## src/rtl/seq_restoring_divider_if.sv

```systemverilog
// Operand/result handshake bundle for the sequential restoring divider.
// The producer/consumer side uses master; the divider uses slave.
interface seq_restoring_divider_if #(
  parameter int DW = 8,
  parameter int VW = 4
);
  logic          in_valid;
  logic          in_ready;
  logic [DW-1:0] dividend;
  logic [VW-1:0] divisor;
  logic          out_valid;
  logic          out_ready;
  logic [DW-1:0] quotient;
  logic [VW-1:0] remainder;
  logic          div_by_zero;
  logic          busy;

  modport master (
    output in_valid, dividend, divisor, out_ready,
    input  in_ready, out_valid, quotient, remainder, div_by_zero, busy
  );

  modport slave (
    input  in_valid, dividend, divisor, out_ready,
    output in_ready, out_valid, quotient, remainder, div_by_zero, busy
  );
endinterface

```

## src/rtl/seq_restoring_divider.sv

```systemverilog
// Unsigned iterative restoring divider, one quotient bit per clock.
// IDLE accepts operands, CALC runs DW steps, DONE holds the result until taken.
module seq_restoring_divider #(
  parameter int DW = 8,
  parameter int VW = 4
) (
  input  logic                    clk,
  input  logic                    rst_n,
  seq_restoring_divider_if.slave  bus
);
  localparam int CW = (DW > 1) ? $clog2(DW) : 1;

  typedef enum logic [1:0] {IDLE, CALC, DONE} state_t;

  state_t        state, state_nx;
  logic [DW-1:0] dsh;
  logic [VW-1:0] dvs;
  logic [DW-1:0] quo;
  logic [VW-1:0] rem;
  logic [CW-1:0] cnt;
  logic          dbz;

  logic          accept;
  logic          last;
  logic [VW:0]   r_sh;
  logic          ge;
  logic [VW-1:0] r_sub;

  assign accept = bus.in_valid && (state == IDLE);
  assign last   = (cnt == CW'(DW - 1));

  // Stored remainder is always < divisor, so it fits in VW bits; the shifted
  // value needs one extra bit for the compare.
  assign r_sh   = {rem, dsh[DW-1]};
  assign ge     = (r_sh >= {1'b0, dvs});
  // When ge holds the true difference is < divisor, so the low VW bits of a
  // modular subtract are exact.
  assign r_sub  = r_sh[VW-1:0] - dvs;

  always_comb begin
    state_nx = state;
    case (state)
      IDLE: if (accept) state_nx = (bus.divisor == '0) ? DONE : CALC;
      CALC: if (last) state_nx = DONE;
      DONE: if (bus.out_ready) state_nx = IDLE;
      default: state_nx = IDLE;
    endcase
  end

  always_ff @(posedge clk) begin
    if (!rst_n) begin
      state <= IDLE;
      dsh   <= '0;
      dvs   <= '0;
      quo   <= '0;
      rem   <= '0;
      cnt   <= '0;
      dbz   <= 1'b0;
    end else begin
      state <= state_nx;
      case (state)
        IDLE: begin
          if (accept) begin
            dsh <= bus.dividend;
            dvs <= bus.divisor;
            cnt <= '0;
            if (bus.divisor == '0) begin
              quo <= '1;
              rem <= bus.dividend[VW-1:0];
              dbz <= 1'b1;
            end else begin
              quo <= '0;
              rem <= '0;
              dbz <= 1'b0;
            end
          end
        end
        CALC: begin
          dsh <= {dsh[DW-2:0], 1'b0};
          rem <= ge ? r_sub : r_sh[VW-1:0];
          quo <= {quo[DW-2:0], ge};
          cnt <= cnt + CW'(1);
        end
        default: ;
      endcase
    end
  end

  assign bus.in_ready    = (state == IDLE);
  assign bus.out_valid   = (state == DONE);
  assign bus.busy        = (state != IDLE);
  assign bus.quotient    = quo;
  assign bus.remainder   = rem;
  assign bus.div_by_zero = dbz;
endmodule

```

## src/flat_wrapper.sv

```systemverilog
// flat-port wrapper written by rule: the top's interface ports become plain ports
module seq_restoring_divider_flat 
#(
  parameter int DW = 8,
  parameter int VW = 4
)
  (clk, rst_n, bus_in_valid, bus_dividend, bus_divisor, bus_out_ready, bus_in_ready, bus_out_valid, bus_quotient, bus_remainder, bus_div_by_zero, bus_busy);
  seq_restoring_divider_if #(.DW(DW), .VW(VW)) bus_i ();
  input  logic clk;
  input  logic rst_n;
  input wire logic [$bits(bus_i.in_valid)-1:0] bus_in_valid;
  input wire logic [$bits(bus_i.dividend)-1:0] bus_dividend;
  input wire logic [$bits(bus_i.divisor)-1:0] bus_divisor;
  input wire logic [$bits(bus_i.out_ready)-1:0] bus_out_ready;
  output wire logic [$bits(bus_i.in_ready)-1:0] bus_in_ready;
  output wire logic [$bits(bus_i.out_valid)-1:0] bus_out_valid;
  output wire logic [$bits(bus_i.quotient)-1:0] bus_quotient;
  output wire logic [$bits(bus_i.remainder)-1:0] bus_remainder;
  output wire logic [$bits(bus_i.div_by_zero)-1:0] bus_div_by_zero;
  output wire logic [$bits(bus_i.busy)-1:0] bus_busy;
  assign bus_i.in_valid = bus_in_valid;
  assign bus_i.dividend = bus_dividend;
  assign bus_i.divisor = bus_divisor;
  assign bus_i.out_ready = bus_out_ready;
  assign bus_in_ready = bus_i.in_ready;
  assign bus_out_valid = bus_i.out_valid;
  assign bus_quotient = bus_i.quotient;
  assign bus_remainder = bus_i.remainder;
  assign bus_div_by_zero = bus_i.div_by_zero;
  assign bus_busy = bus_i.busy;
  seq_restoring_divider #(.DW(DW), .VW(VW)) u_core (.clk(clk), .rst_n(rst_n), .bus(bus_i));
endmodule
```

## config.mk

```make
export PLATFORM = sky130hd
export DESIGN_NAME = seq_restoring_divider_flat
export DESIGN_NICKNAME = d
export VERILOG_FILES = /design/src/rtl/seq_restoring_divider_if.sv /design/src/rtl/seq_restoring_divider.sv /design/src/flat_wrapper.sv
export SDC_FILE = /design/constraint.sdc
export NUM_CORES = 1
export LEC_CHECK = 0
export CAP_MARGIN = 10
export CORE_UTILIZATION = 50
export CTS_CLUSTER_SIZE = 28
export DETAILED_ROUTE_END_ITERATION = 7
export MAX_ROUTING_LAYER = met4
export PLACE_DENSITY = 0.76
export SLEW_MARGIN = 15
export SYNTH_ARGS = -nofsm -noshare
export SYNTH_HDL_FRONTEND = slang
export SYNTH_SLANG_ARGS = --single-unit
export TNS_END_PERCENT = 50
```

## constraint.sdc

```tcl
create_clock -name clk -period 2.25 [get_ports clk]
set_clock_uncertainty 0.15 [all_clocks]
set_input_delay 0.5625 -clock clk [delete_from_list [all_inputs] [get_ports clk]]
set_output_delay 0.5625 -clock clk [all_outputs]
set_load 0.005 [all_outputs]
```

==> results.cfg <==
[cells_and_area]
syn2layout_area_growth_pct = 27.8
multi_input_area_sq_um = 795
antenna_cells = 0
nets = 226
stdcell_count = 235
post-route-util_pct = 68.1
ff_latch_area_sq_um = 603
fillers = 235
drive_gt1_share_pct = 10.3

[setup_path]
required_ns = 1.54
end_kind = primary output
cp_slowest_cell = clkdlybuf4s50_1
cp.arrival_ns = 1.43
rrSetupSlack_ns = 0.33
critical_path.max_stage_delay_ns = 0.52
path_buf_inv = 1
startpoint_type = flop
crit_family = buffers and inverters
crit_type = reg -> out
path_cells = nor2b_1, clkdlybuf4s50_1
path_max_fanout = 8

[clocking]
clock_sinks = 30
clk_latency_ns = 0.32
cts_tree = yes
h-tree-depth = 2
clockBufferDepth = 2
clockRootBuffer = clkbuf_4
cts_buffers = 5
clkTransAtPathRegs_ns = 0.10

[route]
drtIter0Drc = 42
detail-route-antenna-nets = 0
viasPerCell = 5.75
dr.pass1.iters = 6
drc = 2
avgRoutedWirePerCell_microns = 14.3
dr_total_vias = 1352
wirelength_microns = 3370

[yosys]
synth_area_sq_mm = 0.00150
synth_cells = 170
synth_cell_types = 38
yosys_warnings = 0
ys_ff_latch = 30
async_reset_ff_share_pct = 0
synth_edf_count = 0
synth_top_area_share_pct = 40.2
synthFlopType = dfxtp_1
synth-seq-area-share_pct = 40.2
syn_avg_cell_area_sq_um = 8.80
synth_area_leader_cell = dfxtp_1
synthTopCellsByArea = dfxtp_1 (40%), mux2i_1 (6.7%), nor2_1 (6.0%)
syn_nets = 193

[power_and_ir_drop]
p_comb_share_pct = 23.7
p_clk_share_pct = 27.2
netSwitchingFraction_pct = 29.5
p_seq_share_pct = 49.1
p_leak_nw = 0.736
power_density_mw_per_mm2 = 643
p_int_uw = 866
ir_drop_mv = 0.469
total_power_mw = 1.23
p_switching_uw = 363

[grt]
overflow = 0
grt_max_degree = 26
grt_antenna_before_repair = 0
track_usage_pct = 23.5
grt_pass1_wl_microns = 5780
grt_pass1_vias = 1324

[timing]
worst_slew_pin_slew_ns = 0.405
setup_tns_ns = 0
rsz0062_at_grt = false
hold_slack_ns = 0.318
setup_viol = 0
fmax_mhz = 466
relSlewSlack_pct = 72.6
slew_violations = 0
hold_violations = 0
min_period_ns = 2.14
finalCritPeriodShare_pct = 95.3

[placement]
hpwl_microns = 2440
port_buffers = 31
place_congestion = 0.853
place_inst = 227

[flow_run]
cap_violations = 0

[die]
ios = 32
initial_core_util_pct = 53.3
rows = 19
core_sq_mm = 0.00281
die_h_microns = 56.7
fp.dieW_microns = 56.7
die_area_sq_mm = 0.00321

[status]
violations = DRC
status = finished, violations left

[worst_hold_path]
min_path_type = reg -> reg
## synthesized netlist by cell type (2+ instances only)
master and count:
a211oi_1 7, a21oi_1 12, a22oi_1 4, a32oi_1 2
buf_2 5, buf_6 2, clkbuf_1 3, dfxtp_1 30
ha_1 6, inv_1 9, mux2i_1 10, nand2_1 9
nand3_1 4, nor2_1 24, nor2_2 2, nor2b_1 4
o2111ai_1 3, o211ai_1 3, o21ai_0 10, or3_1 3
## metal layers
metal	GRT usage (%)	vias to the layer above	wire, microns
met1	27.8	639	1460
met2	40.3	33	1720
li1	-	675	-
met5	-	-	0
met4	6.43	0	30
met3	5.07	5	157
## registers in the layout (all words and copies together), names as in the netlist
register / cells
u_core.dsh: 8
u_core.bus.quotient: 8
u_core.bus.remainder: 4
u_core.bus.div_by_zero: 1
u_core.dvs: 4
u_core.cnt: 3
u_core.state: 2
## final cells by class
class | count | area share (%)
Timing Repair Buffer | 37 | 19.9
Sequential cell | 30 | 31.6
Clock inverter | 1 | 0.262
Clock buffer | 7 | 2.88
Inverter | 9 | 1.77
Tap cell | 31 | 2.03
Multi-Input combinational cell | 120 | 41.6
## logic make-up after synthesis
family	after synthesis	synth area share (%)
mux	10	6.69
buf+inv	20	6.69
xor+xnor	1	0.586
simple gates	54	18.1
fa+ha+maj	7	6.36
compound gates	48	21.4
flops	30	40.2
## final timing paths
path                                              from                                    to  depth (start not counted)
setup / recovery          u_core.state[1]$_SDFFE_PN0P_                         bus_out_valid                          2
hold / removal     u_core.bus.quotient[2]$_SDFFE_PN0P_   u_core.bus.quotient[3]$_SDFFE_PN0P_                          2
setup reg to reg  u_core.bus.remainder[0]$_SDFFE_PN0P_  u_core.bus.remainder[0]$_SDFFE_PN0P_                          5
hold reg to reg    u_core.bus.quotient[2]$_SDFFE_PN0P_   u_core.bus.quotient[3]$_SDFFE_PN0P_                          2
## power by group through the flow
stage / clock network [mW] / logic (mW) / registers [mW]
6_report: 0.335 / 0.291 / 0.603
5_1_grt: 0.371 / 0.322 / 0.609
4_1_cts: 0.338 / 0.290 / 0.602
3_5_place_dp: 0 / 0.288 / 0.614
3_3_place_gp: 0 / 0.279 / 0.611
2_1_floorplan: 0 / 0.179 / 0.605
## through the flow
stage	setup WS, ns	area (sq um)
6_report	0.106	1910
5_1_grt	0.0329	1910
4_1_cts	0.0153	1910
3_5_place_dp	0.0376	1850
3_3_place_gp	0.0805	1850
2_1_floorplan	0.509	1500
## worst reg2reg max path: cells and delay by family (launching register included)
kind / cells / cell delay (ns)
AND/OR/NAND/NOR: 2 / 0.54
AO/OA/AOI/OAI: 2 / 0.43
flip-flops: 1 / 0.45
adder cells (fa/ha/maj): 1 / 0.28
## cells in the final DEF, fill, tap and decap left out, drive strengths merged, types with 2 or more instances in the layout
cell and n:
clkdlybuf4s50 31, dfxtp 30, nor2 26, a21oi 12, mux2i 10, o21ai 10
inv 9, nand2 9, a211oi 7, clkbuf 7, ha 6, buf 6
nor2b 4, a22oi 4, nand3 4, o2111ai 3, or3 3, o211ai 3
a32oi 2
## timing repair
item | CTS | global route
buffers inserted | 0 | 0
setup endpoints to repair | 0 | 2
resized for setup | 0 | 2
hold buffers | 0 | 0
Power figures use the tool's default switching activity.
